File: config.mk
export PLATFORM = sky130hd
export DESIGN_NAME = warmboot_sequencer
export DESIGN_NICKNAME = d
export VERILOG_FILES = /design/src/rtl/warmboot_sequencer.sv
export SDC_FILE = /design/constraint.sdc
export NUM_CORES = 1
export LEC_CHECK = 0
export CORE_AREA = 2 2 73 75
export CTS_CLUSTER_DIAMETER = 50
export CTS_CLUSTER_SIZE = 14
export DETAILED_ROUTE_END_ITERATION = 10
export DIE_AREA = 0 0 75 77
export GPL_ROUTABILITY_DRIVEN = 1
export PLACE_DENSITY = 0.62
export SLEW_MARGIN = 20
export SYNTH_ARGS = -nofsm -noshare
export SYNTH_HDL_FRONTEND = slang
export SYNTH_SLANG_ARGS = --single-unit
File: constraint.sdc
create_clock -name clk_48mhz -period 2.7 [get_ports clk_48mhz]
set_clock_uncertainty 0.1 [all_clocks]
set_input_delay 0.54 -clock clk_48mhz [delete_from_list [all_inputs] [get_ports clk_48mhz]]
set_output_delay 0.54 -clock clk_48mhz [all_outputs]
set_load 0.02 [all_outputs]
File: src/rtl/warmboot_sequencer.sv
`default_nettype none
// ============================================================================
// Module      : warmboot_sequencer
// Description : Drives the iCE40 SB_WARMBOOT primitive. A boot starts either
//               on an explicit request from the bootloader core or, if no USB
//               host activity is seen, after a power-up timeout. The shared
//               SPI flash bus is locked and must be observed idle before the
//               image select is presented. The select is then held for a setup
//               interval, and BOOT is pulsed high for a fixed width.
// Ports       : clk_48mhz    - sole clock (48 MHz)
//               reset_n      - asynchronous active-low reset
//               boot_req     - single-cycle boot request
//               boot_image   - {S1,S0} image, sampled with boot_req
//               usb_activity - host token pulse, permanently cancels auto-boot
//               spi_cs       - flash chip select from the core (active low)
//               spi_lock     - forces spi_cs high / SCK low at the top level
//               wb_s1, wb_s0 - SB_WARMBOOT.S1 / S0
//               wb_boot      - SB_WARMBOOT.BOOT
//               busy         - high whenever not idle
// Revision    : 1.0 - initial release
// ============================================================================
module warmboot_sequencer #(
    parameter int         TIMEOUT_CYCLES = 96000000,
    parameter logic [1:0] DEFAULT_IMAGE  = 2'b01,
    parameter int         DRAIN_CYCLES   = 16,
    parameter int         SETUP_CYCLES   = 4,
    parameter int         PULSE_CYCLES   = 8
) (
    input  logic       clk_48mhz,
    input  logic       reset_n,
    input  logic       boot_req,
    input  logic [1:0] boot_image,
    input  logic       usb_activity,
    input  logic       spi_cs,
    output logic       spi_lock,
    output logic       wb_s1,
    output logic       wb_s0,
    output logic       wb_boot,
    output logic       busy
);

    localparam int c_MAX_CNT = (DRAIN_CYCLES > SETUP_CYCLES)
                             ? ((DRAIN_CYCLES > PULSE_CYCLES) ? DRAIN_CYCLES : PULSE_CYCLES)
                             : ((SETUP_CYCLES > PULSE_CYCLES) ? SETUP_CYCLES : PULSE_CYCLES);
    localparam int c_CNT_W   = $clog2(c_MAX_CNT + 1);
    // The timeout counter only has to reach TIMEOUT_CYCLES-1.
    localparam int c_TO_W    = (TIMEOUT_CYCLES > 1) ? $clog2(TIMEOUT_CYCLES) : 1;
    localparam bit c_AUTO_EN = (TIMEOUT_CYCLES != 0);

    localparam logic [c_TO_W-1:0]  c_TO_LAST    = c_AUTO_EN ? c_TO_W'(TIMEOUT_CYCLES - 1) : '0;
    localparam logic [c_CNT_W-1:0] c_DRAIN_LAST = c_CNT_W'(DRAIN_CYCLES - 1);
    localparam logic [c_CNT_W-1:0] c_SETUP_LAST = c_CNT_W'(SETUP_CYCLES - 1);
    localparam logic [c_CNT_W-1:0] c_PULSE_LAST = c_CNT_W'(PULSE_CYCLES - 1);

    localparam logic [2:0] c_ST_IDLE  = 3'd0;
    localparam logic [2:0] c_ST_DRAIN = 3'd1;
    localparam logic [2:0] c_ST_SETUP = 3'd2;
    localparam logic [2:0] c_ST_PULSE = 3'd3;
    localparam logic [2:0] c_ST_DONE  = 3'd4;

    logic [2:0]         r_state,    w_state_nxt;
    logic [c_CNT_W-1:0] r_cnt,      w_cnt_nxt;
    logic [c_TO_W-1:0]  r_to_cnt,   w_to_cnt_nxt;
    logic               r_auto_dis, w_auto_dis_nxt;
    logic [1:0]         r_sel,      w_sel_nxt;
    logic               w_expire;

    logic r_spi_lock, r_wb_s1, r_wb_s0, r_wb_boot, r_busy;

    // Activity in the expiry cycle itself suppresses the auto-boot.
    assign w_expire = c_AUTO_EN && !r_auto_dis && !usb_activity && (r_to_cnt == c_TO_LAST);

    always_comb begin
        w_state_nxt    = r_state;
        w_cnt_nxt      = r_cnt;
        w_to_cnt_nxt   = r_to_cnt;
        w_auto_dis_nxt = r_auto_dis;
        w_sel_nxt      = r_sel;
        case (r_state)
            c_ST_IDLE: begin
                if (usb_activity) begin
                    w_auto_dis_nxt = 1'b1;
                end
                if (c_AUTO_EN && !r_auto_dis) begin
                    w_to_cnt_nxt = r_to_cnt + c_TO_W'(1);
                end
                if (boot_req) begin
                    w_sel_nxt   = boot_image;
                    w_cnt_nxt   = '0;
                    w_state_nxt = c_ST_DRAIN;
                end else if (w_expire) begin
                    w_sel_nxt   = DEFAULT_IMAGE;
                    w_cnt_nxt   = '0;
                    w_state_nxt = c_ST_DRAIN;
                end
            end
            c_ST_DRAIN: begin
                // Counts consecutive idle-bus cycles; any access restarts it.
                if (!spi_cs) begin
                    w_cnt_nxt = '0;
                end else if (r_cnt == c_DRAIN_LAST) begin
                    w_cnt_nxt   = '0;
                    w_state_nxt = c_ST_SETUP;
                end else begin
                    w_cnt_nxt = r_cnt + c_CNT_W'(1);
                end
            end
            c_ST_SETUP: begin
                if (r_cnt == c_SETUP_LAST) begin
                    w_cnt_nxt   = '0;
                    w_state_nxt = c_ST_PULSE;
                end else begin
                    w_cnt_nxt = r_cnt + c_CNT_W'(1);
                end
            end
            c_ST_PULSE: begin
                if (r_cnt == c_PULSE_LAST) begin
                    w_cnt_nxt   = '0;
                    w_state_nxt = c_ST_DONE;
                end else begin
                    w_cnt_nxt = r_cnt + c_CNT_W'(1);
                end
            end
            c_ST_DONE: begin
                // Terminal: the device reconfigures out from under us.
            end
            default: begin
                w_state_nxt = c_ST_IDLE;
                w_cnt_nxt   = '0;
            end
        endcase
    end

    always_ff @(posedge clk_48mhz or negedge reset_n) begin
        if (!reset_n) begin
            r_state    <= c_ST_IDLE;
            r_cnt      <= '0;
            r_to_cnt   <= '0;
            r_auto_dis <= 1'b0;
            r_sel      <= 2'b00;
        end else begin
            r_state    <= w_state_nxt;
            r_cnt      <= w_cnt_nxt;
            r_to_cnt   <= w_to_cnt_nxt;
            r_auto_dis <= w_auto_dis_nxt;
            r_sel      <= w_sel_nxt;
        end
    end

    // Outputs are registered from the current state so the warmboot pins see
    // clean flop outputs with no input-to-output path.
    always_ff @(posedge clk_48mhz or negedge reset_n) begin
        if (!reset_n) begin
            r_spi_lock <= 1'b0;
            r_busy     <= 1'b0;
            r_wb_s1    <= 1'b0;
            r_wb_s0    <= 1'b0;
            r_wb_boot  <= 1'b0;
        end else begin
            r_spi_lock <= (r_state != c_ST_IDLE);
            r_busy     <= (r_state != c_ST_IDLE);
            if ((r_state == c_ST_SETUP) || (r_state == c_ST_PULSE) || (r_state == c_ST_DONE)) begin
                r_wb_s1 <= r_sel[1];
                r_wb_s0 <= r_sel[0];
            end else begin
                r_wb_s1 <= 1'b0;
                r_wb_s0 <= 1'b0;
            end
            r_wb_boot  <= (r_state == c_ST_PULSE);
        end
    end

    assign spi_lock = r_spi_lock;
    assign busy     = r_busy;
    assign wb_s1    = r_wb_s1;
    assign wb_s0    = r_wb_s0;
    assign wb_boot  = r_wb_boot;

endmodule
`default_nettype wire

==> reports/results.ini <==
[outcome]
outcome = completed

[routing]
via_count = 1579
ant_nets = 0
wl_per_cell_um = 14.1
drtIter0Drc = 66
wirelength_mm = 4.16
viasPerCell = 5.33
firstDrtPassIters = 4
drc = 0

[flow_run]
max_cap_violations = 0

[cts]
cts_tree = done
cts-root-buf = clkbuf_8
numCtsBuffers = 5
cts_resized = 0
clk_pin_slew_ns = 0.08
cts.sinks = 42
clockBufferDepth = 2
clock_latency_ns = 0.29
cts_setup_buffers = 0
htree_levels = 2

[synth]
yosysSeqAreaShare_pct = 48.9
synthAdderAreaFrac_pct = 2.33
synth_flop_cell = dfrtp_1
synth.avg_cell_area_um2 = 10.3
ys_seq_elements = 42
syn_nets = 220
ys_types = 45
synth_edf_count = 0
ys_warn_count = 0
synth_compound_area_share_pct = 8.15
syn_inst = 209
synth_area_um2 = 2150
yosys.area_share.simple_pct = 26.1
synthMuxAreaShare_pct = 0.524
synth_top_family_by_area = simple AND/OR/NAND/NOR gates
async_flop_share_pct = 100
synth_xor_area_share_pct = 11.0

[setup_path]
cp_max_fo = 15
cp.arrival_ns = 2.30
end_kind = register
critical_path_class = register to register
critPathLaunchType = register
critPathRequiredTime_ns = 2.79
rrSetupSlack_ns = 0.49

[power]
ir_drop_mv = 0.328
clockPowerShare_pct = 30.2
internal-power_uw = 1340
p_sw_uw = 617
p_per_area_nw_per_um2 = 792
p_seq_share_pct = 46.0
swShare_pct = 31.5
combPwrFrac_pct = 23.8
p_leak_uw = 0.00109

[timing]
fin_crit_sh_pct = 82.0
relSlewSlack_pct = 59.8
tns_ns = 0
whs_ns = 0.383
period_needed_ns = 2.21
hold_viol = 0
setup_viol = 0
finalMaxSlewViolations = 0
fmax_mhz = 452
tightest_slew_ns = 0.600
rsz0062_at_grt = false

[global_routing]
overflow = 0
antenna_found_initial = 0
grt_use_total_pct = 17.4
grt_pass1_vias = 1569
grt_max_degree = 21
grt_pass1_wl_mm = 7.69

[placed_design]
gp_congestion = 0.776
io_buffers = 11
placed_cells = 287
hpwlAfterDp_mm = 2.98

[cells_and_area]
syn2layout_area_growth_pct = 15.3
final_cells = 296
nets = 236
n_antenna_cell = 0
drive_gt1_share_pct = 7.08

[floorplan]
ios = 12
row_count = 26
die_w_um = 75
fp.dieH_um = 77
core_um2 = 4980
start_util_pct = 43.2
die_area_um2 = 5780

[worst_hold_path]
hp-class = register to register

placed cells by master (no fill, tap or decap), types with 2 or more instances in the layout:
master           netlist  layout
ha_1                   4       4
clkbuf_8               0       5
nand2b_1               2       2
inv_1                  8       8
o21a_1                 2       2
nand3b_1               3       3
a311oi_1               2       2
nor2_1                 7       7
a21o_1                 2       2
o211ai_1               2       2
and2_1                 2       2
a21oi_1                3       3
buf_4                  1       3
o21ai_0                4       4
xnor2_1               15      15
nor3b_1                4       4
and3_1                 6       6
and4_1                 2       2
nand2_1               19      19
nor3_1                10      10
nor4_4                 2       2
nand4_1               10      10
nand3_1               17      17
bufinv_16              0       2
nor4_1                 4       4
clkdlybuf4s50_1        0      10
dfrtp_1               42      42
a31oi_1                2       2
a211oi_1               2       2
xor2_1                12      12
registers in the layout, summed over array words and instances, names as in the netlist:
signal,flops
r_cnt,5
wb_boot,1
r_sel,2
r_auto_dis,1
r_to_cnt,27
wb_s0,1
wb_s1,1
r_state,3
busy,1
repair_timing:
action | CTS | global route
hold buffers | 1 | 0
setup endpoints to repair | 0 | 0
hold endpoints to repair | 6 | 0
stage by stage:
stage / area (um2) / util [%] / total power (uW) / setup WS [ns]
floorplan: 2150 / - / 1230 / 0.779
global placement: 2330 / 46.8 / 1380 / 0.539
detailed placement: 2330 / 46.8 / 1380 / 0.503
CTS: 2480 / 49.8 / 1990 / 0.486
global route: 2480 / 49.8 / 2100 / 0.321
finish: 2480 / 49.8 / 1960 / 0.486
synthesized netlist by cell type, types with 2 or more instances:
cell / instances / area [um2]
nor3b_1: 4 / 30.0
o211ai_1: 2 / 15.0
nand3b_1: 3 / 22.5
nand2_1: 19 / 71.3
inv_1: 8 / 30.0
xor2_1: 12 / 105
o21a_1: 2 / 15.0
nand2b_1: 2 / 12.5
nand3_1: 17 / 85.1
a21o_1: 2 / 15.0
nor4_4: 2 / 42.5
dfrtp_1: 42 / 1050
nand4_1: 10 / 62.6
o21ai_0: 4 / 20.0
a31oi_1: 2 / 12.5
a211oi_1: 2 / 15.0
xnor2_1: 15 / 131
and4_1: 2 / 17.5
clkbuf_1: 3 / 11.3
nor3_1: 10 / 50.1
a311oi_1: 2 / 17.5
ha_1: 4 / 50.1
a21oi_1: 3 / 15.0
nor2_1: 7 / 26.3
nor4_1: 4 / 25.0
and2_1: 2 / 12.5
and3_1: 6 / 37.5
final cells by class:
cell class              instances  area (um2)
fillers                       470        2500
flip-flops and latches         42        1050
multi-input cells             153        1030
repair buffers                 15         138
well taps                      70        87.6
clock buffers                   5        68.8
clock inverters                 3        68.8
inverters                       8        30.0
critical path: stages, from the launching register on:
cell and delay, ns:
dfrtp_1 0.56, or4_4 0.62, nor4_4 0.48, nand4_1 0.18, xnor2_1 0.16
kinds of logic after synthesis:
group	count (synthesis)
multiplexers	1
XOR/XNOR	27
AND/OR/NAND/NOR	96
buffers and inverters	14
AO/OA/AOI/OAI	25
flip-flops	42
adder cells (fa/ha/maj)	4
final timing paths:
kind | startpoint | end | cells after the start
setup / recovery | r_state[0]$_DFFE_PN0P_ | r_to_cnt[26]$_DFFE_PN0P_ | 4
hold / removal | r_to_cnt[26]$_DFFE_PN0P_ | r_to_cnt[26]$_DFFE_PN0P_ | 1
setup reg to reg | r_state[0]$_DFFE_PN0P_ | r_to_cnt[26]$_DFFE_PN0P_ | 4
hold reg to reg | r_to_cnt[26]$_DFFE_PN0P_ | r_to_cnt[26]$_DFFE_PN0P_ | 1
max in group asynchronous | reset_n | r_state[0]$_DFFE_PN0P_ | 3
min in group asynchronous | reset_n | r_to_cnt[3]$_DFFE_PN0P_ | 2
power groups by stage:
stage | clock [uW] | combinational (uW) | sequential (uW)
6_report | 593 | 466 | 903
5_1_grt | 636 | 539 | 928
4_1_cts | 616 | 474 | 901
3_5_place_dp | 0 | 470 | 915
3_3_place_gp | 0 | 472 | 910
2_1_floorplan | 0 | 367 | 866
routing by layer:
| layer | GRT usage [%] | wire, um |
|---|---|---|
| met2 | 26.1 | 2010 |
| met3 | 4.34 | 133 |
| met4 | 5.89 | 68 |
| met5 | 0 | 0 |
| met1 | 24.3 | 1960 |
Note: power is estimated with default switching activity, not from simulation.
